==> config.mk <==
export PLATFORM = sky130hd
export DESIGN_NAME = multdiv_sequencer
export DESIGN_NICKNAME = d
export VERILOG_FILES = /design/src/rtl/multdiv_sequencer.sv
export SDC_FILE = /design/constraint.sdc
export NUM_CORES = 1
export LEC_CHECK = 0
export ABC_CLOCK_PERIOD_IN_PS = 4300
export BUFFER_PORTS_ARGS = -buffer_cell sky130_fd_sc_hd__buf_2
export CORE_ASPECT_RATIO = 0.5
export CORE_MARGIN = 1.5
export CORE_UTILIZATION = 55
export CTS_CLUSTER_SIZE = 20
export DETAILED_ROUTE_END_ITERATION = 6
export HOLD_SLACK_MARGIN = 0.12
export PLACE_DENSITY_LB_ADDON = 0.2
export REMOVE_ABC_BUFFERS = 1
export SYNTH_ARGS = -nofsm -noshare
export SYNTH_HDL_FRONTEND = slang
export SYNTH_SLANG_ARGS = --single-unit
==> constraint.sdc <==
create_clock -name clk -period 4.3 [get_ports clk]
set_input_delay 0.215 -clock clk [delete_from_list [all_inputs] [get_ports clk]]
set_output_delay 0.215 -clock clk [all_outputs]
set_load 0.01 [all_outputs]
==> src/rtl/multdiv_sequencer.sv <==
// Iterative multiply/divide sequencer owning the HI/LO registers of the multicycle MIPS core.
// Optional macro MULTDIV_DIV0_FLAG_EN adds o_div0 and suppresses the HI/LO write on divide-by-zero.
module multdiv_sequencer #(
    parameter int W  = 32,
    parameter int CW = 6
) (
    input  logic         clk,
    input  logic         rst_n,
    input  logic         i_start,
    input  logic [2:0]   i_op,
    input  logic [W-1:0] i_a,
    input  logic [W-1:0] i_b,
    output logic         o_stall,
    output logic         o_busy,
    output logic         o_done,
    output logic [W-1:0] o_hi,
    output logic [W-1:0] o_lo
`ifdef MULTDIV_DIV0_FLAG_EN
    ,
    output logic         o_div0
`endif
);

    typedef enum logic [1:0] {
        ST_IDLE = 2'd0,
        ST_RUN  = 2'd1,
        ST_FIX  = 2'd2
    } state_t;

    function automatic logic [W-1:0] neg_w(input logic [W-1:0] v);
        return {W{1'b0}} - v;
    endfunction

    function automatic logic [2*W-1:0] neg_2w(input logic [2*W-1:0] v);
        return {(2*W){1'b0}} - v;
    endfunction

    state_t          r_state;
    logic [CW-1:0]   r_cnt;
    logic [W-1:0]    r_acc_hi;
    logic [W-1:0]    r_acc_lo;
    logic [W-1:0]    r_opnd;
    logic            r_is_div;
    logic            r_sa;
    logic            r_neg;
    logic            r_bz;
    logic            r_done;
    logic [W-1:0]    r_hi;
    logic [W-1:0]    r_lo;
`ifdef MULTDIV_DIV0_FLAG_EN
    logic            r_div0;
`endif

    logic            w_a_neg;
    logic            w_b_neg;
    logic [W-1:0]    w_a_mag;
    logic [W-1:0]    w_b_mag;
    logic [W:0]      w_mul_sum;
    logic [W:0]      w_div_shift;
    logic [W-1:0]    w_div_sub;
    logic            w_div_ge;
    logic [W-1:0]    w_next_hi;
    logic [W-1:0]    w_next_lo;
    logic [2*W-1:0]  w_prod;
    logic [W-1:0]    w_fix_hi;
    logic [W-1:0]    w_fix_lo;

    // Operand sign extraction and magnitudes; op[0]==0 selects the signed variants.
    always_comb begin
        w_a_neg = ~i_op[0] & i_a[W-1];
        w_b_neg = ~i_op[0] & i_b[W-1];
        w_a_mag = w_a_neg ? neg_w(i_a) : i_a;
        w_b_mag = w_b_neg ? neg_w(i_b) : i_b;
    end

    // One shift-add (multiply) or restoring (divide) step on the accumulator pair.
    always_comb begin
        w_mul_sum   = {1'b0, r_acc_hi} + (r_acc_lo[0] ? {1'b0, r_opnd} : {(W+1){1'b0}});
        w_div_shift = {r_acc_hi, r_acc_lo[W-1]};
        w_div_ge    = (w_div_shift >= {1'b0, r_opnd});
        // Modular W-bit subtract is exact whenever the trial succeeds.
        w_div_sub   = w_div_shift[W-1:0] - r_opnd;
        if (r_is_div) begin
            if (w_div_ge) begin
                w_next_hi = w_div_sub;
                w_next_lo = {r_acc_lo[W-2:0], 1'b1};
            end else begin
                w_next_hi = w_div_shift[W-1:0];
                w_next_lo = {r_acc_lo[W-2:0], 1'b0};
            end
        end else begin
            w_next_hi = w_mul_sum[W:1];
            w_next_lo = {w_mul_sum[0], r_acc_lo[W-1:1]};
        end
    end

    // Sign correction applied in FIX; divide-by-zero keeps an all-ones quotient and raw dividend.
    always_comb begin
        w_prod = {r_acc_hi, r_acc_lo};
        if (r_is_div) begin
            w_fix_hi = r_sa ? neg_w(r_acc_hi) : r_acc_hi;
            if (r_bz) begin
                w_fix_lo = {W{1'b1}};
            end else begin
                w_fix_lo = r_neg ? neg_w(r_acc_lo) : r_acc_lo;
            end
        end else begin
            if (r_neg) begin
                {w_fix_hi, w_fix_lo} = neg_2w(w_prod);
            end else begin
                {w_fix_hi, w_fix_lo} = w_prod;
            end
        end
    end

    // Sequencer FSM, datapath registers and HI/LO.
    always_ff @(posedge clk or negedge rst_n) begin
        if (!rst_n) begin
            r_state  <= ST_IDLE;
            r_cnt    <= {CW{1'b0}};
            r_acc_hi <= {W{1'b0}};
            r_acc_lo <= {W{1'b0}};
            r_opnd   <= {W{1'b0}};
            r_is_div <= 1'b0;
            r_sa     <= 1'b0;
            r_neg    <= 1'b0;
            r_bz     <= 1'b0;
            r_done   <= 1'b0;
            r_hi     <= {W{1'b0}};
            r_lo     <= {W{1'b0}};
`ifdef MULTDIV_DIV0_FLAG_EN
            r_div0   <= 1'b0;
`endif
        end else begin
            r_done <= 1'b0;
`ifdef MULTDIV_DIV0_FLAG_EN
            r_div0 <= 1'b0;
`endif
            case (r_state)
                ST_IDLE: begin
                    if (i_start && !i_op[2]) begin
                        r_state  <= ST_RUN;
                        r_cnt    <= {CW{1'b0}};
                        r_is_div <= i_op[1];
                        r_sa     <= w_a_neg;
                        r_neg    <= w_a_neg ^ w_b_neg;
                        r_bz     <= (i_b == {W{1'b0}});
                        r_acc_hi <= {W{1'b0}};
                        r_opnd   <= i_op[1] ? w_b_mag : w_a_mag;
                        r_acc_lo <= i_op[1] ? w_a_mag : w_b_mag;
                    end else if (i_start && (i_op == 3'd4)) begin
                        r_hi <= i_a;
                    end else if (i_start && (i_op == 3'd5)) begin
                        r_lo <= i_a;
                    end else begin
                        r_state <= ST_IDLE;
                    end
                end
                ST_RUN: begin
                    r_acc_hi <= w_next_hi;
                    r_acc_lo <= w_next_lo;
                    r_cnt    <= r_cnt + {{(CW-1){1'b0}}, 1'b1};
                    if (r_cnt == CW'(W-1)) begin
                        r_state <= ST_FIX;
                        r_done  <= 1'b1;
`ifdef MULTDIV_DIV0_FLAG_EN
                        r_div0  <= r_is_div & r_bz;
`endif
                    end else begin
                        r_state <= ST_RUN;
                    end
                end
                ST_FIX: begin
                    r_state <= ST_IDLE;
`ifdef MULTDIV_DIV0_FLAG_EN
                    if (!(r_is_div && r_bz)) begin
                        r_hi <= w_fix_hi;
                        r_lo <= w_fix_lo;
                    end
`else
                    r_hi <= w_fix_hi;
                    r_lo <= w_fix_lo;
`endif
                end
                default: begin
                    r_state <= ST_IDLE;
                end
            endcase
        end
    end

    // Stall must react in the request cycle, so it decodes start directly.
    always_comb begin
        o_stall = ((r_state == ST_IDLE) && i_start && !i_op[2]) || (r_state == ST_RUN);
        o_busy  = (r_state != ST_IDLE);
        o_done  = r_done;
        o_hi    = r_hi;
        o_lo    = r_lo;
    end

`ifdef MULTDIV_DIV0_FLAG_EN
    assign o_div0 = r_div0;
`endif

endmodule

==> metrics.yaml <==
global_routing:
  grt_pass1_wl_mm: 84.12
  antenna_found_initial: 5
  grt_pass1_vias: 14360
  grt_usage_pct: 38.15
  grt_max_degree: 91
  grt_overflow: 0
placed_design:
  gp_routability_congestion: 1.039
  pre_cts_slack_ps: 500.3
  placed_cell_area_um2: 16230
  dp.cells: 2378
  post-dp-hpwl_mm: 40.16
  io_buffer_count: 136
logic_synthesis:
  syn_inst: 1980
  synth_warnings: 0
  syn_avg_cell_area_um2: 7.694
  ys_seq_area_share_pct: 28.42
  synth-seq-cells: 173
  synth.distinct_cells: 77
  synth_area_um2: 15230
  synthFlopType: "dfrtp_1"
  synth_edf_count: 0
  synthArstFlopShare_pct: 100.0
critical_path:
  crit_required_ps: 4650
  start_kind: "flip-flop"
  end_kind: "flip-flop"
  cp-startpoint: "r_acc_lo[0]"
  path_buf_inv: 2
  reg2regPathDepth: 12
  reg2reg_from: "r_acc_lo[0]"
  worstReg2RegEnd: "r_acc_hi[22]"
  max_stage_delay_ps: 590
  arrival_ps: 4240
  crit_family: "compound AO/OA/AOI/OAI gates"
  crit_path_frequent_cell: "or3_1"
  crit_type: "flip-flop to flip-flop"
  regToRegSetupSlack_ps: 400
  worstPathCellList: "inv_1 > buf_4 > nor2_1 > ha_1 > o21ai_0 > or3_1 > o32ai_1 > a2111oi_0 > or3_1 > xnor2_1 > a222oi_1 > nand2_1"
  critPathSlowestCell: "o32ai_1"
  worstPathMaxFanout: 16
sta:
  relSlewSlack_pct: 29.35
  holdWs_ps: 134.8
  fin_crit_sh_pct: 90.62
  hold_viol: 0
  skew_ps: 12.50
  setup_viol: 0
  rsz0062_at_grt: "false"
  fin_ws_ps: 403.2
  slew_violations: 0
  tightest_slew_ps: 1060
  period_minus_slack_ps: 3897
  fmax_ghz: 0.2566
route:
  wl_per_cell_um: 22.30
  wl_mm: 53.84
  drcViolationCount: 18
  antenna_left: 0
  dr_total_vias: 15780
  first_iter_violations: 2303
  via_per_inst: 6.536
  first_pass_iters: 7
die:
  io_pins: 137
  rows: 42
  initial_core_util_pct: 56.84
  floorplan.die.height_um: 120.7
  die_w_um: 238.4
  core-area_um2: 26800
  dieArea_um2: 28770
finish:
  fill_cells: 2412
  fin_util_pct: 63.05
  final_nets: 2190
  stdcell_area_um2: 16900
  antenna_cells: 0
  syn_to_final_growth_pct: 10.92
  final_cell_mix: "nor2_1 (202), o21ai_0 (199), nand2_1 (194)"
  final_common_cell: "nor2_1"
  drive_gt1_share_pct: 12.22
  instances_no_fill: 2414
clock_network:
  postCtsHoldBufs: 4
  worstSkewPairLatency_ps: 460
  cts_setup_buffers: 0
  clockBufferDepth: 2
  cts_tree: "yes"
  cts.sinks: 173
  h-tree-depth: 4
  clockRootBuffer: "clkbuf_16"
  cts_buffers: 17
  cts_resized: 0
  clk_pin_slew_ps: 80
status:
  violations: "design-rule violations"
  status: "finished, violations left"
flow_run:
  drv_cap: 0
power_and_ir_drop:
  power.density_nw_per_um2: 805.8
  leakagePower_uw: 0.007276
  peakVddDrop_mv: 0.4508
min_path:
  hold_path_end: "r_opnd[0]"
  hp-start: "i_a[0]"
  min_path_cells: 3
  hold_path_class: "input pin to flip-flop"
==> power breakdown <==
| part | internal, uW | switching (uW) |
|---|---|---|
| sequential | 2340 | 930 |
| combinational | 3450 | 5190 |
| clock | 937 | 772 |
==> cells in the mapped netlist (21+ instances only) <==
master    instances  area, um^2
xnor2_1         102       893.4
clkbuf_1        117       439.2
nand2_1         194       728.2
nor2_1          203       762.0
o31ai_1          25       187.7
o211ai_1         23       172.7
or3_1            25       156.4
o21ai_0         199       996.0
ha_1             69       863.3
nand3_1          31       155.2
a211oi_1         45       337.8
o22ai_1          38       237.7
nand2b_1         21       131.4
xor2_1           70       613.1
dfrtp_1         173        4329
nor3_1           54       270.3
inv_1            70       262.8
a21o_1           28       210.2
a31oi_1          35       219.0
a21oi_1         159       795.8
mux2i_1          42       420.4
==> layout make-up <==
| class | instances | area, um^2 | area share (%) |
|---|---|---|---|
| Inverter | 71 | 266.5 | 1.577 |
| Clock buffer | 17 | 425.4 | 2.518 |
| Timing Repair Buffer | 181 | 1047 | 6.198 |
| Clock inverter | 15 | 203.9 | 1.207 |
| Tap cell | 352 | 440.4 | 2.606 |
| Multi-Input combinational cell | 1605 | 10180 | 60.25 |
| Sequential cell | 173 | 4333 | 25.64 |
==> worst reg2reg max path: cells and delay by family, from the launching register on <==
family / cells / cell delay (ps)
AOI/OAI and AO/OA: 4 / 1270
and+or+nand+nor: 4 / 1030
buffers and inverters: 2 / 560
DFF: 1 / 450
adders and majority gates: 1 / 340
xor gates and xnor gates: 1 / 140
==> routing by layer <==
| layer | global-route usage (%) | share of wire (%) | up-vias |
|---|---|---|---|
| met2 | 54.48 | 41 | 915 |
| met1 | 55.48 | 44 | 7454 |
| li1 | - | - | 7323 |
| met3 | 11.35 | 13 | 84 |
| met5 | 0 | 0.020 | - |
| met4 | 10.32 | 2.0 | 2 |
==> worst max-delay path by stage <==
stage | to | slack [ps] | cells after the start
detailed placement | r_acc_hi[22] | 500 | 12
floorplan | r_acc_hi[4] | -900 | 9
global placement | r_acc_hi[22] | 620 | 12
CTS | r_acc_hi[22] | 470 | 12
global route | r_acc_hi[2] | 120 | 12
finish | r_acc_hi[22] | 400 | 12
==> through the flow <==
step,total power [uW],TNS [ps]
finish,13620,0
CTS,13370,0
detailed placement,11590,0
floorplan,8965,-33320
global placement,11550,0
global route,14600,0
==> sequential cells by signal, indices dropped and copies added (netlist names) <==
name,cells
r_bz,1
r_acc_lo,32
r_neg,1
o_done,1
r_state,2
o_hi,32
r_cnt,6
o_lo,32
r_acc_hi,32
r_opnd,32
r_is_div,1
r_sa,1
==> kinds of logic after synthesis <==
logic type / share of synthesized area [%]
AOI/OAI and AO/OA: 27.77
xor gates and xnor gates: 9.888
adders and majority gates: 5.930
buffers and inverters: 5.043
DFF: 28.42
muxes: 3.203
and+or+nand+nor: 19.75
(Power assumes the default switching activity.)
